## src/rtl/cart_pkg.sv

```systemverilog
`default_nettype none
// ============================================================================
//  Module   : cart_pkg
//  Purpose  : Shared types and constants for the cartridge memory arbiter.
//  Revision : 1.0 - initial release
// ============================================================================
package cart_pkg;

  // Memory ownership phases: boot idle, loader writing, mask latch, CPU run.
  typedef enum logic [1:0] {
    IDLE = 2'd0,
    LOAD = 2'd1,
    MASK = 2'd2,
    RUN  = 2'd3
  } cart_state_t;

  // ioctl_index value that selects a cartridge download.
  localparam logic [7:0] CART_INDEX_DEF = 8'd1;

  // Value returned for reads that cannot reach the memory.
  localparam logic [7:0] OPEN_BUS = 8'hFF;

endpackage
`default_nettype wire

```

## src/rtl/cart_mask_calc.sv

```systemverilog
`default_nettype none
// ============================================================================
//  Module   : cart_mask_calc
//  Purpose  : Combinational address mask = (smallest power of two >= size)-1.
//             A size of zero, or a full-size image, yields all ones.
//  Revision : 1.0 - initial release
// ============================================================================
module cart_mask_calc #(
  parameter int ADDR_W = 14
) (
  input  logic [ADDR_W:0]   size,
  output logic [ADDR_W-1:0] mask
);

  // Highest addressed byte; wraps to all ones for size 0 and for 2^ADDR_W.
  logic [ADDR_W-1:0] last;
  assign last = size[ADDR_W-1:0] - ADDR_W'(1);

  // Smear the leading one of (size-1) down to bit 0.
  generate
    for (genvar i = 0; i < ADDR_W; i++) begin : g_smear
      assign mask[i] = size[ADDR_W] | (|last[ADDR_W-1:i]);
    end
  endgenerate

endmodule
`default_nettype wire

```

## src/rtl/cart_mem_arb.sv

```systemverilog
`default_nettype none
// ============================================================================
//  Module   : cart_mem_arb
//  Purpose  : Arbitrates a single-port cartridge RAM between the hps_io
//             download stream and the CPU read port, tracks image size,
//             overflow and (optionally) a byte checksum.
//  Options  : CART_CHECKSUM_EN - when defined, cart_sum is the mod-2^16 sum of
//             every byte written during a load; otherwise cart_sum is 0.
//  Revision : 1.0 - initial release
// ============================================================================
module cart_mem_arb
  import cart_pkg::*;
#(
  parameter logic [7:0] CART_INDEX = CART_INDEX_DEF,
  parameter int         ADDR_W     = 14
) (
  input  logic              clk_sys,
  input  logic              reset_n,
  input  logic              ioctl_download,
  input  logic [7:0]        ioctl_index,
  input  logic              ioctl_wr,
  input  logic [24:0]       ioctl_addr,
  input  logic [7:0]        ioctl_dout,
  input  logic [ADDR_W-1:0] cpu_addr,
  input  logic              cpu_rd,
  output logic [7:0]        cpu_rdata,
  output logic              cpu_rvalid,
  output logic              cpu_hold,
  output logic [ADDR_W-1:0] mem_addr,
  output logic              mem_we,
  output logic [7:0]        mem_wdata,
  input  logic [7:0]        mem_rdata,
  output logic [ADDR_W:0]   cart_size,
  output logic              cart_loaded,
  output logic              cart_ovf,
  output logic [15:0]       cart_sum
);

  cart_state_t       state, state_nxt;
  logic              dl_match, in_range, accept, ovf_hit, enter_load;
  logic              wr_pend;
  logic [ADDR_W-1:0] wr_addr;
  logic [7:0]        wr_data;
  logic [ADDR_W-1:0] mask, mask_calc;
  logic              rd_mem;

  assign dl_match   = ioctl_download && (ioctl_index == CART_INDEX);
  assign in_range   = (ioctl_addr[24:ADDR_W] == '0);
  assign accept     = (state == LOAD) && ioctl_wr && in_range;
  assign ovf_hit    = (state == LOAD) && ioctl_wr && !in_range;
  assign enter_load = (state_nxt == LOAD) && (state != LOAD);

  cart_mask_calc #(.ADDR_W(ADDR_W)) u_mask (
    .size (cart_size),
    .mask (mask_calc)
  );

  // State register.
  always_ff @(posedge clk_sys or negedge reset_n) begin
    if (!reset_n) state <= IDLE;
    else          state <= state_nxt;
  end

  // Next-state and memory-port steering; writes own the port outside RUN.
  always_comb begin
    state_nxt = state;
    cpu_hold  = 1'b1;
    mem_addr  = wr_addr;
    case (state)
      IDLE: if (dl_match) state_nxt = LOAD;
      LOAD: if (!ioctl_download) state_nxt = MASK;
      MASK: state_nxt = RUN;
      RUN: begin
        cpu_hold = 1'b0;
        mem_addr = cpu_addr & mask;
        if (dl_match) state_nxt = LOAD;
      end
      default: state_nxt = IDLE;
    endcase
  end

  // Accepted download bytes are registered and written one cycle later.
  always_ff @(posedge clk_sys or negedge reset_n) begin
    if (!reset_n) begin
      wr_pend <= 1'b0;
      wr_addr <= '0;
      wr_data <= '0;
    end else begin
      wr_pend <= accept;
      if (accept) begin
        wr_addr <= ioctl_addr[ADDR_W-1:0];
        wr_data <= ioctl_dout;
      end
    end
  end

  assign mem_we    = wr_pend;
  assign mem_wdata = wr_data;

  // Image bookkeeping: cleared on each new load, mask latched in MASK.
  always_ff @(posedge clk_sys or negedge reset_n) begin
    if (!reset_n) begin
      cart_size   <= '0;
      cart_ovf    <= 1'b0;
      cart_loaded <= 1'b0;
      mask        <= '1;
    end else if (enter_load) begin
      cart_size   <= '0;
      cart_ovf    <= 1'b0;
      cart_loaded <= 1'b0;
    end else begin
      if (accept && ({1'b0, ioctl_addr[ADDR_W-1:0]} >= cart_size))
        cart_size <= {1'b0, ioctl_addr[ADDR_W-1:0]} + (ADDR_W+1)'(1);
      if (ovf_hit) cart_ovf <= 1'b1;
      if (state == MASK) begin
        mask <= mask_calc;
        if (cart_size != '0) cart_loaded <= 1'b1;
      end
    end
  end

`ifdef CART_CHECKSUM_EN
  logic [15:0] sum;

  // Running checksum of the bytes actually written to memory.
  always_ff @(posedge clk_sys or negedge reset_n) begin
    if (!reset_n)        sum <= '0;
    else if (enter_load) sum <= '0;
    else if (accept)     sum <= sum + {8'h00, ioctl_dout};
  end

  assign cart_sum = sum;
`else
  assign cart_sum = 16'h0000;
`endif

  // Read response pipeline: memory data in RUN, open bus otherwise.
  always_ff @(posedge clk_sys or negedge reset_n) begin
    if (!reset_n) begin
      cpu_rvalid <= 1'b0;
      rd_mem     <= 1'b0;
    end else begin
      cpu_rvalid <= cpu_rd;
      rd_mem     <= cpu_rd && (state == RUN);
    end
  end

  assign cpu_rdata = !cpu_rvalid ? 8'h00 : (rd_mem ? mem_rdata : OPEN_BUS);

endmodule
`default_nettype wire

```

## config.mk

```make
export PLATFORM = sky130hd
export DESIGN_NAME = cart_mem_arb
export DESIGN_NICKNAME = d
export VERILOG_FILES = /design/src/rtl/cart_pkg.sv /design/src/rtl/cart_mask_calc.sv /design/src/rtl/cart_mem_arb.sv
export SDC_FILE = /design/constraint.sdc
export NUM_CORES = 1
export LEC_CHECK = 0
export BUFFER_PORTS_ARGS = -buffer_cell sky130_fd_sc_hd__buf_2
export CORE_MARGIN = 2
export CORE_UTILIZATION = 45
export DETAILED_ROUTE_END_ITERATION = 16
export GPL_ROUTABILITY_DRIVEN = 0
export HOLD_SLACK_MARGIN = 0.05
export PLACE_DENSITY_LB_ADDON = 0.25
export SYNTH_ARGS = -nofsm -noshare
export SYNTH_HDL_FRONTEND = slang
export SYNTH_HIERARCHICAL = 1
export SYNTH_SLANG_ARGS = --single-unit
```

## constraint.sdc

```tcl
create_clock -name clk_sys -period 4.7 [get_ports clk_sys]
set_clock_uncertainty 0.1 [all_clocks]
set_input_delay 0.705 -clock clk_sys [delete_from_list [all_inputs] [get_ports clk_sys]]
set_output_delay 0.705 -clock clk_sys [all_outputs]
set_load 0.03 [all_outputs]
```

* Word level (Yosys, flattened, before mapping)
Index checks and enable logic that the tools add are counted.
** Operators by class
- Order comparisons :: 1
- Eq/ne operators :: 6
- Add/subtract/negate cells :: 2
- Bitwise gates (word level) :: 16
- Reductions and logical operators :: 31
- Multiplexer cells :: 14
** Operator list (count)
- $mux 15 :: 2
- $mux 8 :: 2
- $add 14x1->15 const B :: 1
- $ge 14x15->1 :: 1
- $reduce_bool 15->1 :: 1
- $and 14x14->14 :: 1
- $mux 14 :: 1
- $or 1x1->1 :: 14
- $reduce_or 14->1 :: 1
- $sub 14x1->14 const B :: 1
- $reduce_or 13->1 :: 1
- $reduce_or 12->1 :: 1
- $logic_not 11->1 :: 1
- $reduce_or 11->1 :: 1
- $reduce_or 10->1 :: 1
- $reduce_or 9->1 :: 1
- $eq 8x1->1 const B :: 1
- $reduce_bool 2->1 :: 4
- $reduce_or 8->1 :: 1
- $logic_and 1x1->1 :: 7
- $reduce_or 7->1 :: 1
- $mux 1 :: 6
- $pmux 2 s3 :: 1
- $reduce_or 6->1 :: 1
- 12 further kinds :: 17
** Storage, ports and cells
- Logic and storage cells :: 80
- Input bits :: 68
- Register bits after elaboration :: 58
- Output and inout bits :: 66

* Depth between registers and ports, before layout
Gate-level depths: netlist of run 1.
- Word-level depth :: 8
- Gate-level depth with buffers :: 10
- Gate-level depth less buffers :: 8

* Cells and area by module
Netlist of run 1, hierarchy kept.
** Modules (own cells, without submodules)
- cart_mem_arb :: seq. area each 1468.9 sq um, instances 1, area each 3409.5 sq um, cells an instance 338
- cart_mask_calc :: seq. area each 0.0 sq um, instances 1, area each 563.0 sq um, cells an instance 85

* Worst setup path before layout of run 1
Ideal clock, no wire load.
- Kind :: input-to-reg
- Start point :: in ioctl_addr[15]
- End point :: reg cart_size[12]
- Buffers on the path :: 2
- Arrival time :: 2.604 ns
- Setup slack :: 1.917 ns
- Stages :: 7
- Library setup time :: 0.079 ns
- Cells stage by stage :: or4_4 -> or4_4 -> buf_6 -> nand3b_4 -> o22ai_4 -> buf_12 -> mux2i_1
** On the way
- Cells in the longest elaborated chain, start to end :: 4
** Ends and longest elaborated chain
- from (decl) :: line cart_mem_arb.sv:22 : input logic [24:0] ioctl_addr,
- $logic_not 11->1 :: line cart_mem_arb.sv:48 : assign in_range = (ioctl_addr[24:ADDR_W] == '0);
- $logic_and 1x1->1 :: line cart_mem_arb.sv:49 : assign accept = (state == LOAD) && ioctl_wr && in_range;
- $logic_and 1x1->1 :: line cart_mem_arb.sv:112 : if (accept && ({1'b0, ioctl_addr[ADDR_W-1:0]} >= cart_size))
- $reduce_bool 2->1 (no line)
- to (signal assigned) :: line cart_mem_arb.sv:113 : cart_size <= {1'b0, ioctl_addr[ADDR_W-1:0]} + (ADDR_W+1)'(1);
- to (decl) :: line cart_mem_arb.sv:33 : output logic [ADDR_W:0] cart_size,
Every way passes these cells.
A chain may end at the register's enable or synchronous reset.

* Final worst setup path of run 1
- Start point :: reg cart_size[2]
- End point :: reg mask[1]
** On the way
- Cells in the longest elaborated chain, start to end :: 3
** Ends and longest elaborated chain
- $sub 14x1->14 :: line cart_mask_calc.sv:17 : assign last = size[ADDR_W-1:0] - ADDR_W'(1);
- $reduce_or 13->1 :: line cart_mask_calc.sv:22 : assign mask[i] = size[ADDR_W] | (|last[ADDR_W-1:i]);
- $or 1x1->1 :: line cart_mask_calc.sv:22
- via mask_calc[1] :: line cart_mem_arb.sv:44 : logic [ADDR_W-1:0] mask, mask_calc;
- to (signal assigned) :: line cart_mem_arb.sv:116 : mask <= mask_calc;
- to (decl) :: line cart_mem_arb.sv:44
The timed path passes the listed nets, and every way through them passes these cells.

==> impl_metrics.prom, run 1 <==
# TYPE chip_impl_metric gauge
chip_impl_metric{name="post_cts.repair.setup_buffers",unit=""} 0
chip_impl_metric{name="max_cap_viol_count",unit=""} 0
chip_impl_metric{name="layout.core_utilization",unit="%"} 55.5
chip_impl_metric{name="final_layout_size_suffix_gt1_share",unit="%"} 35.4
chip_impl_metric{name="timing.final.ws_setup",unit="ns"} 1.55
chip_impl_metric{name="design.die.area",unit="sq um"} 9600
chip_impl_metric{name="filler_cell_count",unit=""} 815
chip_impl_metric{name="cellPowerDensity",unit="nW/um^2"} 325
chip_impl_info{name="holdCritPathClass",value="input pin to register"} 1
chip_impl_metric{name="nets",unit=""} 625
chip_impl_info{name="critical_path_class",value="register to register"} 1
chip_impl_info{name="delay_heaviest_family_cp",value="simple AND/OR/NAND/NOR gates"} 1
chip_impl_metric{name="power",unit="mW"} 1.56
chip_impl_metric{name="ys_seq_elements",unit=""} 58
chip_impl_info{name="worstSetupEndpointType",value="register"} 1
chip_impl_metric{name="drt-initial-drc-count",unit=""} 142
chip_impl_metric{name="static-leakage-power",unit="nW"} 2.29
chip_impl_info{name="cts_tree",value="yes"} 1
chip_impl_info{name="post_synth_main_area_contributors",value="sky130_fd_sc_hd__dfrtp_1, sky130_fd_sc_hd__mux2_2, sky130_fd_sc_hd__dfstp_2"} 1
chip_impl_metric{name="finalSetupViolCount",unit=""} 0
chip_impl_metric{name="synth_enable_flop_cells",unit=""} 0
chip_impl_metric{name="mappedNetlistArea",unit="sq um"} 3970
chip_impl_metric{name="post_layout_nonfiller_instances",unit=""} 650
chip_impl_metric{name="htree_num_levels",unit=""} 3
chip_impl_metric{name="place_area",unit="sq um"} 4560
chip_impl_info{name="yosys_most_used_dff",value="sky130_fd_sc_hd__dfrtp_1"} 1
chip_impl_metric{name="final.hold.worst_slack",unit="ns"} 0.382
chip_impl_info{name="cts_root_buf",value="sky130_fd_sc_hd__clkbuf_8"} 1
chip_impl_info{name="yosys-top-cells-count",value="sky130_fd_sc_hd__inv_1, sky130_fd_sc_hd__dfrtp_1, sky130_fd_sc_hd__nand2_1"} 1
chip_impl_metric{name="routed_wl",unit="mm"} 10.1
chip_impl_metric{name="clk-insertion-delay-late",unit="ns"} 0.34
chip_impl_info{name="crit_path_start_kind",value="register"} 1
chip_impl_info{name="critPathSlowestCell",value="sky130_fd_sc_hd__a21oi_1"} 1
chip_impl_metric{name="ant_nets",unit=""} 0
chip_impl_metric{name="route.vias.total",unit=""} 3468
chip_impl_metric{name="drv_slew",unit=""} 0
chip_impl_metric{name="drt-wirelength-per-cell",unit="um"} 15.6
chip_impl_info{name="post-synth-top-count-cell",value="sky130_fd_sc_hd__inv_1"} 1
chip_impl_metric{name="max_freq",unit="MHz"} 317
chip_impl_metric{name="crit_buf_inv",unit=""} 0
chip_impl_metric{name="synth_top_area_share",unit="%"} 27.7
chip_impl_metric{name="core",unit="sq um"} 8640
chip_impl_metric{name="cts-hold-fix-buffers",unit=""} 0
chip_impl_metric{name="cts_buffer_depth",unit=""} 2
chip_impl_metric{name="portbufs",unit=""} 117
chip_impl_metric{name="numPlacedInstances",unit=""} 634
chip_impl_metric{name="insertedDiodeCount",unit=""} 0
chip_impl_metric{name="ys.warnings.count",unit=""} 6
chip_impl_info{name="rsz0062_at_grt",value="no"} 1
chip_impl_metric{name="starting_utilization_of_the_core_area",unit="%"} 46.0
chip_impl_metric{name="finalCriticalPeriod",unit="ns"} 3.15
chip_impl_metric{name="clock_sink_count",unit=""} 58
chip_impl_info{name="yosys_top_cell_by_area",value="sky130_fd_sc_hd__dfrtp_1"} 1
chip_impl_metric{name="track_usage",unit="%"} 21.5
chip_impl_metric{name="gr-total-overflow",unit=""} 0
chip_impl_metric{name="die-width",unit="um"} 98.0
chip_impl_metric{name="pin_count_of_the_biggest_net_entering_global_routing",unit=""} 59
chip_impl_metric{name="synthToLayoutAreaGrowth",unit="%"} 20.6
chip_impl_metric{name="critPathArrivalTime",unit="ns"} 3.32
chip_impl_metric{name="via_per_inst",unit=""} 5.34
chip_impl_metric{name="clk_transition_reported_paths",unit="ns"} 0.07
chip_impl_metric{name="tritoncts.num_buffers",unit=""} 9
chip_impl_metric{name="die_h",unit="um"} 98.0
chip_impl_metric{name="average_size_of_a_mapped_cell",unit="sq um"} 9.39
chip_impl_metric{name="first_global_vias",unit=""} 3418
chip_impl_metric{name="pre_cts_worst_setup_slack",unit="ns"} 1.44
chip_impl_metric{name="finalHoldViolations",unit=""} 0
chip_impl_metric{name="std_cell_rows",unit=""} 34
chip_impl_metric{name="drt_drc_violations_left",unit=""} 0
chip_impl_metric{name="post_synthesis_cells",unit=""} 423
chip_impl_metric{name="synthDistinctLibCells",unit=""} 57
chip_impl_metric{name="cts.repair.resized",unit=""} 0
chip_impl_metric{name="critical_path.max_fanout",unit=""} 13
chip_impl_metric{name="grt_pass1_wl",unit="mm"} 16.7
chip_impl_metric{name="fin_area",unit="sq um"} 4790
chip_impl_metric{name="detailedPlacementHpwl",unit="mm"} 7.61
chip_impl_metric{name="floorplan.io_pins",unit=""} 134
chip_impl_metric{name="max_slew_margin",unit="%"} 30.9
chip_impl_metric{name="worstMarginPinSlew",unit="ns"} 1.04
chip_impl_metric{name="antenna_violations_before_repair",unit=""} 0
chip_impl_metric{name="required",unit="ns"} 4.87
chip_impl_metric{name="slowest_delay",unit="ns"} 0.84
chip_impl_metric{name="ys_seq_area_share",unit="%"} 37.0
chip_impl_metric{name="ir_worst_vdd",unit="mV"} 0.207
chip_impl_metric{name="layout_worst_path_cycle_share",unit="%"} 67.0
chip_impl_metric{name="totalNegativeSetupSlack",unit="ns"} 0
chip_impl_info{name="cp_cell_sequence",value="nor4_2, nand2_1, nand4bb_1, a21oi_1, nand4_1, mux2_2"} 1
chip_impl_info{name="run_status",value="completed"} 1
chip_impl_metric{name="share_of_flip_flops_with_an_asynchronous_set_or_reset",unit="%"} 100
chip_impl_metric{name="drt-pass1-iter-count",unit=""} 4
[logic make-up (layout without fill, tap and decap cells)]
family / Yosys count / count (layout) / synth area share [%]
buffers and inverters: 80 / 184 / 9.76
XOR/XNOR: 18 / 18 / 3.97
adder cells (fa/ha/maj): 20 / 20 / 6.30
multiplexers: 47 / 47 / 12.9
other: 1 / 16 / 0.0944
AND/OR/NAND/NOR: 142 / 142 / 20.2
flip-flops: 58 / 58 / 37.0
AO/OA/AOI/OAI: 57 / 57 / 9.86
[final cells by class]
cell class	instances	area [sq um]	share of cell area [%]
flip-flops and latches	58	1470	30.7
multi-input cells	300	2170	45.4
inverters	49	184	3.84
clock inverters	4	73.8	1.54
clock buffers	12	155	3.24
repair buffers	119	601	12.5
well taps	108	135	2.82
[worst reg2reg max path, delay by kind of cell, from the launching register on]
family          cells  cell delay [ns]
simple gates        4             1.30
compound gates      1             0.84
flops               1             0.53
mux                 1             0.31
[cells in the final DEF (no fill, tap or decap), drive strengths merged, types with 10 or more instances in the layout]
master  Yosys  final
buf        22    119
inv        49     49
dfrtp      44     44
nand2      34     34
mux2       33     33
nand3      25     25
o21ai      20     20
ha         20     20
conb        1     16
nor2       14     14
mux2i      14     14
dfstp      14     14
nor4       13     13
nor3       12     12
clkbuf      9     12
nand4      10     10
[per-layer routing]
layer,up-vias,routed length [um],GRT usage [%]
li1,1691,-,-
met1,1651,4180,27.2
met2,112,5150,37.8
met3,14,633,4.22
met4,0,154,5.66
met5,-,0,0
[registers in the layout, summed over array words and instances (netlist names)]
| register | count |
|---|---|
| cpu_rvalid | 1 |
| rd_mem | 1 |
| cart_size | 15 |
| cart_loaded | 1 |
| mask | 14 |
| cart_ovf | 1 |
| mem_wdata | 8 |
| wr_addr | 14 |
| mem_we | 1 |
| state | 2 |
[power breakdown]
part / internal [mW] / switching, mW
registers: 0.522 / 0.0211
logic: 0.154 / 0.336
clock network: 0.328 / 0.198
[path summary, 6_finish.rpt]
path / startpoint / to / slack [ns] / depth (start not counted)
hold reg to reg: wr_addr[5] / wr_addr[5] / 0.38 / 2
min in group asynchronous: reset_n / cart_size[0] / 0.40 / 2
setup reg to reg: cart_size[2] / mask[1] / 1.55 / 6
hold / removal: cpu_rd / cpu_rvalid / 0.38 / 1
max in group asynchronous: reset_n / state[1] / 3.62 / 2
setup / recovery: cart_size[2] / mask[1] / 1.55 / 6
(Power assumes the default switching activity.)
==> run 2: changes to the inputs <==
==> constraint.sdc (replaced) <==
create_clock -name clk_sys -period 2.6 [get_ports clk_sys]
set_clock_uncertainty 0.1 [all_clocks]
set_input_delay 0.39 -clock clk_sys [delete_from_list [all_inputs] [get_ports clk_sys]]
set_output_delay 0.39 -clock clk_sys [all_outputs]
set_load 0.03 [all_outputs]
==> run 2 against run 1 <==
Compared with the run above: final area increased by 4.6%; first-iteration DRC count increased by 75%; maximum frequency increased by 31%; power increased by 83%; setup slack got worse by 1.4 ns; largest power group unchanged; core utilization increased by 2.6 points; combinational power increased by 90%; global-route usage increased by 1.4 points; non-clock buffer count increased by 26; critical endpoint is now mask[4]; clock power increased by 77%.
==> impl_metrics.prom, run 2 (same netlist as run 1, synthesis figures left out) <==
# TYPE chip_impl_metric gauge
chip_impl_metric{name="finalCriticalPeriod",unit="ns"} 2.40
chip_impl_info{name="cts_root_buf",value="sky130_fd_sc_hd__clkbuf_8"} 1
chip_impl_metric{name="ir_worst_vdd",unit="mV"} 0.304
chip_impl_metric{name="met2RoutedLength",unit="mm"} 5.42
chip_impl_metric{name="route.vias.total",unit=""} 3633
chip_impl_metric{name="core",unit="sq um"} 8640
chip_impl_metric{name="gr-total-overflow",unit=""} 0
chip_impl_metric{name="wl_met3",unit="um"} 602
chip_impl_metric{name="required",unit="ns"} 2.77
chip_impl_metric{name="worstMarginPinSlew",unit="ns"} 0.706
chip_impl_info{name="hold_start",value="cpu_rd"} 1
chip_impl_metric{name="die_h",unit="um"} 98.0
chip_impl_metric{name="design.die.area",unit="sq um"} 9600
chip_impl_metric{name="via_per_inst",unit=""} 5.37
chip_impl_info{name="rsz0062_at_grt",value="no"} 1
chip_impl_metric{name="final.hold.worst_slack",unit="ns"} 0.0611
chip_impl_info{name="commonest_non_fill_non_tap_cell_in_the_layout",value="sky130_fd_sc_hd__buf_2"} 1
chip_impl_metric{name="portbufs",unit=""} 117
chip_impl_metric{name="drt-wirelength-per-cell",unit="um"} 16.0
chip_impl_metric{name="layout_worst_path_cycle_share",unit="%"} 92.4
chip_impl_metric{name="clock_sink_count",unit=""} 58
chip_impl_metric{name="grt_pass1_wl",unit="mm"} 17.5
chip_impl_metric{name="max_slew_margin",unit="%"} 52.3
chip_impl_metric{name="cts_buffer_depth",unit=""} 2
chip_impl_metric{name="first_global_vias",unit=""} 3531
chip_impl_metric{name="fin_area",unit="sq um"} 5010
chip_impl_info{name="run_status",value="completed"} 1
chip_impl_metric{name="std_cell_rows",unit=""} 34
chip_impl_metric{name="max_cap_viol_count",unit=""} 0
chip_impl_info{name="timing.rr.end",value="mask[4]"} 1
chip_impl_metric{name="pin_count_of_the_biggest_net_entering_global_routing",unit=""} 39
chip_impl_metric{name="detailedPlacementHpwl",unit="mm"} 8.26
chip_impl_metric{name="htree_num_levels",unit=""} 3
chip_impl_metric{name="ff2ff_setup_slack",unit="ns"} 0.20
chip_impl_metric{name="max_freq",unit="MHz"} 416
chip_impl_info{name="highest-signal-layer",value="met4"} 1
chip_impl_info{name="worstSetupEndpointType",value="register"} 1
chip_impl_info{name="regMostFlops",value="cart_size"} 1
chip_impl_metric{name="totalNegativeSetupSlack",unit="ns"} 0
chip_impl_metric{name="synthToLayoutAreaGrowth",unit="%"} 26.1
chip_impl_metric{name="starting_utilization_of_the_core_area",unit="%"} 46.0
chip_impl_metric{name="drt_drc_violations_left",unit=""} 0
chip_impl_metric{name="finalHoldViolations",unit=""} 0
chip_impl_metric{name="timing.final.ws_setup",unit="ns"} 0.198
chip_impl_metric{name="drt-initial-drc-count",unit=""} 248
chip_impl_info{name="crit_path_start_kind",value="register"} 1
chip_impl_metric{name="routed_wl",unit="mm"} 10.8
chip_impl_metric{name="cellPowerDensity",unit="nW/um^2"} 568
chip_impl_metric{name="filler_cell_count",unit=""} 773
chip_impl_metric{name="largest_reg_flops",unit=""} 15
chip_impl_info{name="crit-reg2reg-launch",value="cart_size[7]"} 1
chip_impl_metric{name="clk_transition_reported_paths",unit="ns"} 0.07
chip_impl_metric{name="rr_worst_depth",unit=""} 7
chip_impl_info{name="critical_path_class",value="register to register"} 1
chip_impl_info{name="layout_common_cells",value="sky130_fd_sc_hd__buf_2, sky130_fd_sc_hd__inv_1, sky130_fd_sc_hd__dfrtp_1, sky130_fd_sc_hd__nand2_1, sky130_fd_sc_hd__mux2_2"} 1
chip_impl_info{name="cts_tree",value="yes"} 1
chip_impl_metric{name="insertedDiodeCount",unit=""} 0
chip_impl_info{name="layout_top_registers",value="cart_size (15), mask (14), wr_addr (14)"} 1
chip_impl_metric{name="route.layer.met1.wl",unit="mm"} 4.49
chip_impl_metric{name="clk-insertion-delay-late",unit="ns"} 0.34
chip_impl_metric{name="static-leakage-power",unit="nW"} 2.42
chip_impl_metric{name="floorplan.io_pins",unit=""} 134
chip_impl_metric{name="track_usage",unit="%"} 23.0
chip_impl_metric{name="tritoncts.num_buffers",unit=""} 9
chip_impl_metric{name="drt-pass1-iter-count",unit=""} 5
chip_impl_metric{name="die-width",unit="um"} 98.0
chip_impl_metric{name="critical_path.max_fanout",unit=""} 13
chip_impl_metric{name="final_layout_size_suffix_gt1_share",unit="%"} 38.7
chip_impl_info{name="timing.hold.worst_endpoint",value="cpu_rvalid"} 1
chip_impl_metric{name="finalSetupViolCount",unit=""} 0
chip_impl_metric{name="nets",unit=""} 651
chip_impl_info{name="holdCritPathClass",value="input pin to register"} 1
chip_impl_metric{name="ant_nets",unit=""} 0
chip_impl_metric{name="place_area",unit="sq um"} 4770
chip_impl_metric{name="antenna_violations_before_repair",unit=""} 0
chip_impl_metric{name="drv_slew",unit=""} 0
chip_impl_metric{name="critPathArrivalTime",unit="ns"} 2.58
chip_impl_metric{name="min_path_cells",unit=""} 1
chip_impl_metric{name="pre_cts_worst_setup_slack",unit="ns"} 0.0938
-- run 2: cell count changes in the layout (fill, tap and decap cells not counted) --
cell / before / now
sky130_fd_sc_hd__buf_4: 2 / 25
sky130_fd_sc_hd__buf_12: 0 / 2
sky130_fd_sc_hd__dfrtp_1: 44 / 42
sky130_fd_sc_hd__dfrtp_2: 0 / 2
sky130_fd_sc_hd__clkbuf_8: 11 / 10
sky130_fd_sc_hd__clkinv_2: 1 / 2
sky130_fd_sc_hd__clkinv_4: 1 / 0
sky130_fd_sc_hd__clkinvlp_4: 0 / 1
sky130_fd_sc_hd__dlygate4sd3_1: 0 / 1
sky130_fd_sc_hd__nor4_1: 12 / 11
sky130_fd_sc_hd__nor4_2: 1 / 2
-- run 2: per-layer routing --
layer  vias up  GRT usage [%]
li1       1736              -
met5         -              0
met4         0           10.7
met1      1749           28.8
met2       127           38.8
met3        21           3.72
-- run 2: critical path: stages, from the launching register on --
cell and delay, ns:
sky130_fd_sc_hd__dfrtp_2 0.40, sky130_fd_sc_hd__or4_1 0.64, sky130_fd_sc_hd__nor3_1 0.27, sky130_fd_sc_hd__nand4bb_1 0.16
sky130_fd_sc_hd__a21oi_1 0.16, sky130_fd_sc_hd__buf_4 0.21, sky130_fd_sc_hd__nand4_1 0.11, sky130_fd_sc_hd__mux2_2 0.28
-- run 2: power by group --
group | internal [mW] | switching, mW | total [mW]
logic | 0.308 | 0.622 | 0.930
clock network | 0.563 | 0.370 | 0.933
registers | 0.943 | 0.0389 | 0.982
-- run 2: how the worst max path moves through the flow --
stage,from,end,slack [ns],cells after the start
floorplan,cart_size[7],mask[0],0.01,8
global placement,ioctl_addr[15],cart_size[0],0.14,7
detailed placement,ioctl_addr[15],cart_size[1],0.09,7
CTS,cart_size[0],mask[8],0.10,9
global route,cart_size[7],mask[2],0.02,7
finish,cart_size[7],mask[4],0.20,7
-- run 2: through the flow --
stage          total power [mW]  std cells  util (%)
2_1_floorplan              1.61        438         -
3_3_place_gp               1.90        658      55.2
3_5_place_dp               1.93        658      55.2
4_1_cts                    2.86        675      57.9
5_1_grt                    2.98        676      58.0
6_report                   2.84        676      58.0
-- run 2: area by class of cell --
type	count	area (sq um)	share of cell area (%)
clock buffer	11	141	2.82
clock inverter	5	77.6	1.55
timing repair buffer	145	823	16.4
multi-input combinational	300	2180	43.5
sequential	58	1470	29.4
tap	108	135	2.70
inverter	49	184	3.67
-- run 2: repair_timing --
action	4_1_cts	5_1_grt
hold endpoints to repair	15	0
setup endpoints to repair	0	10
buffers inserted	0	1
hold buffers	1	0
gates resized for setup	0	1
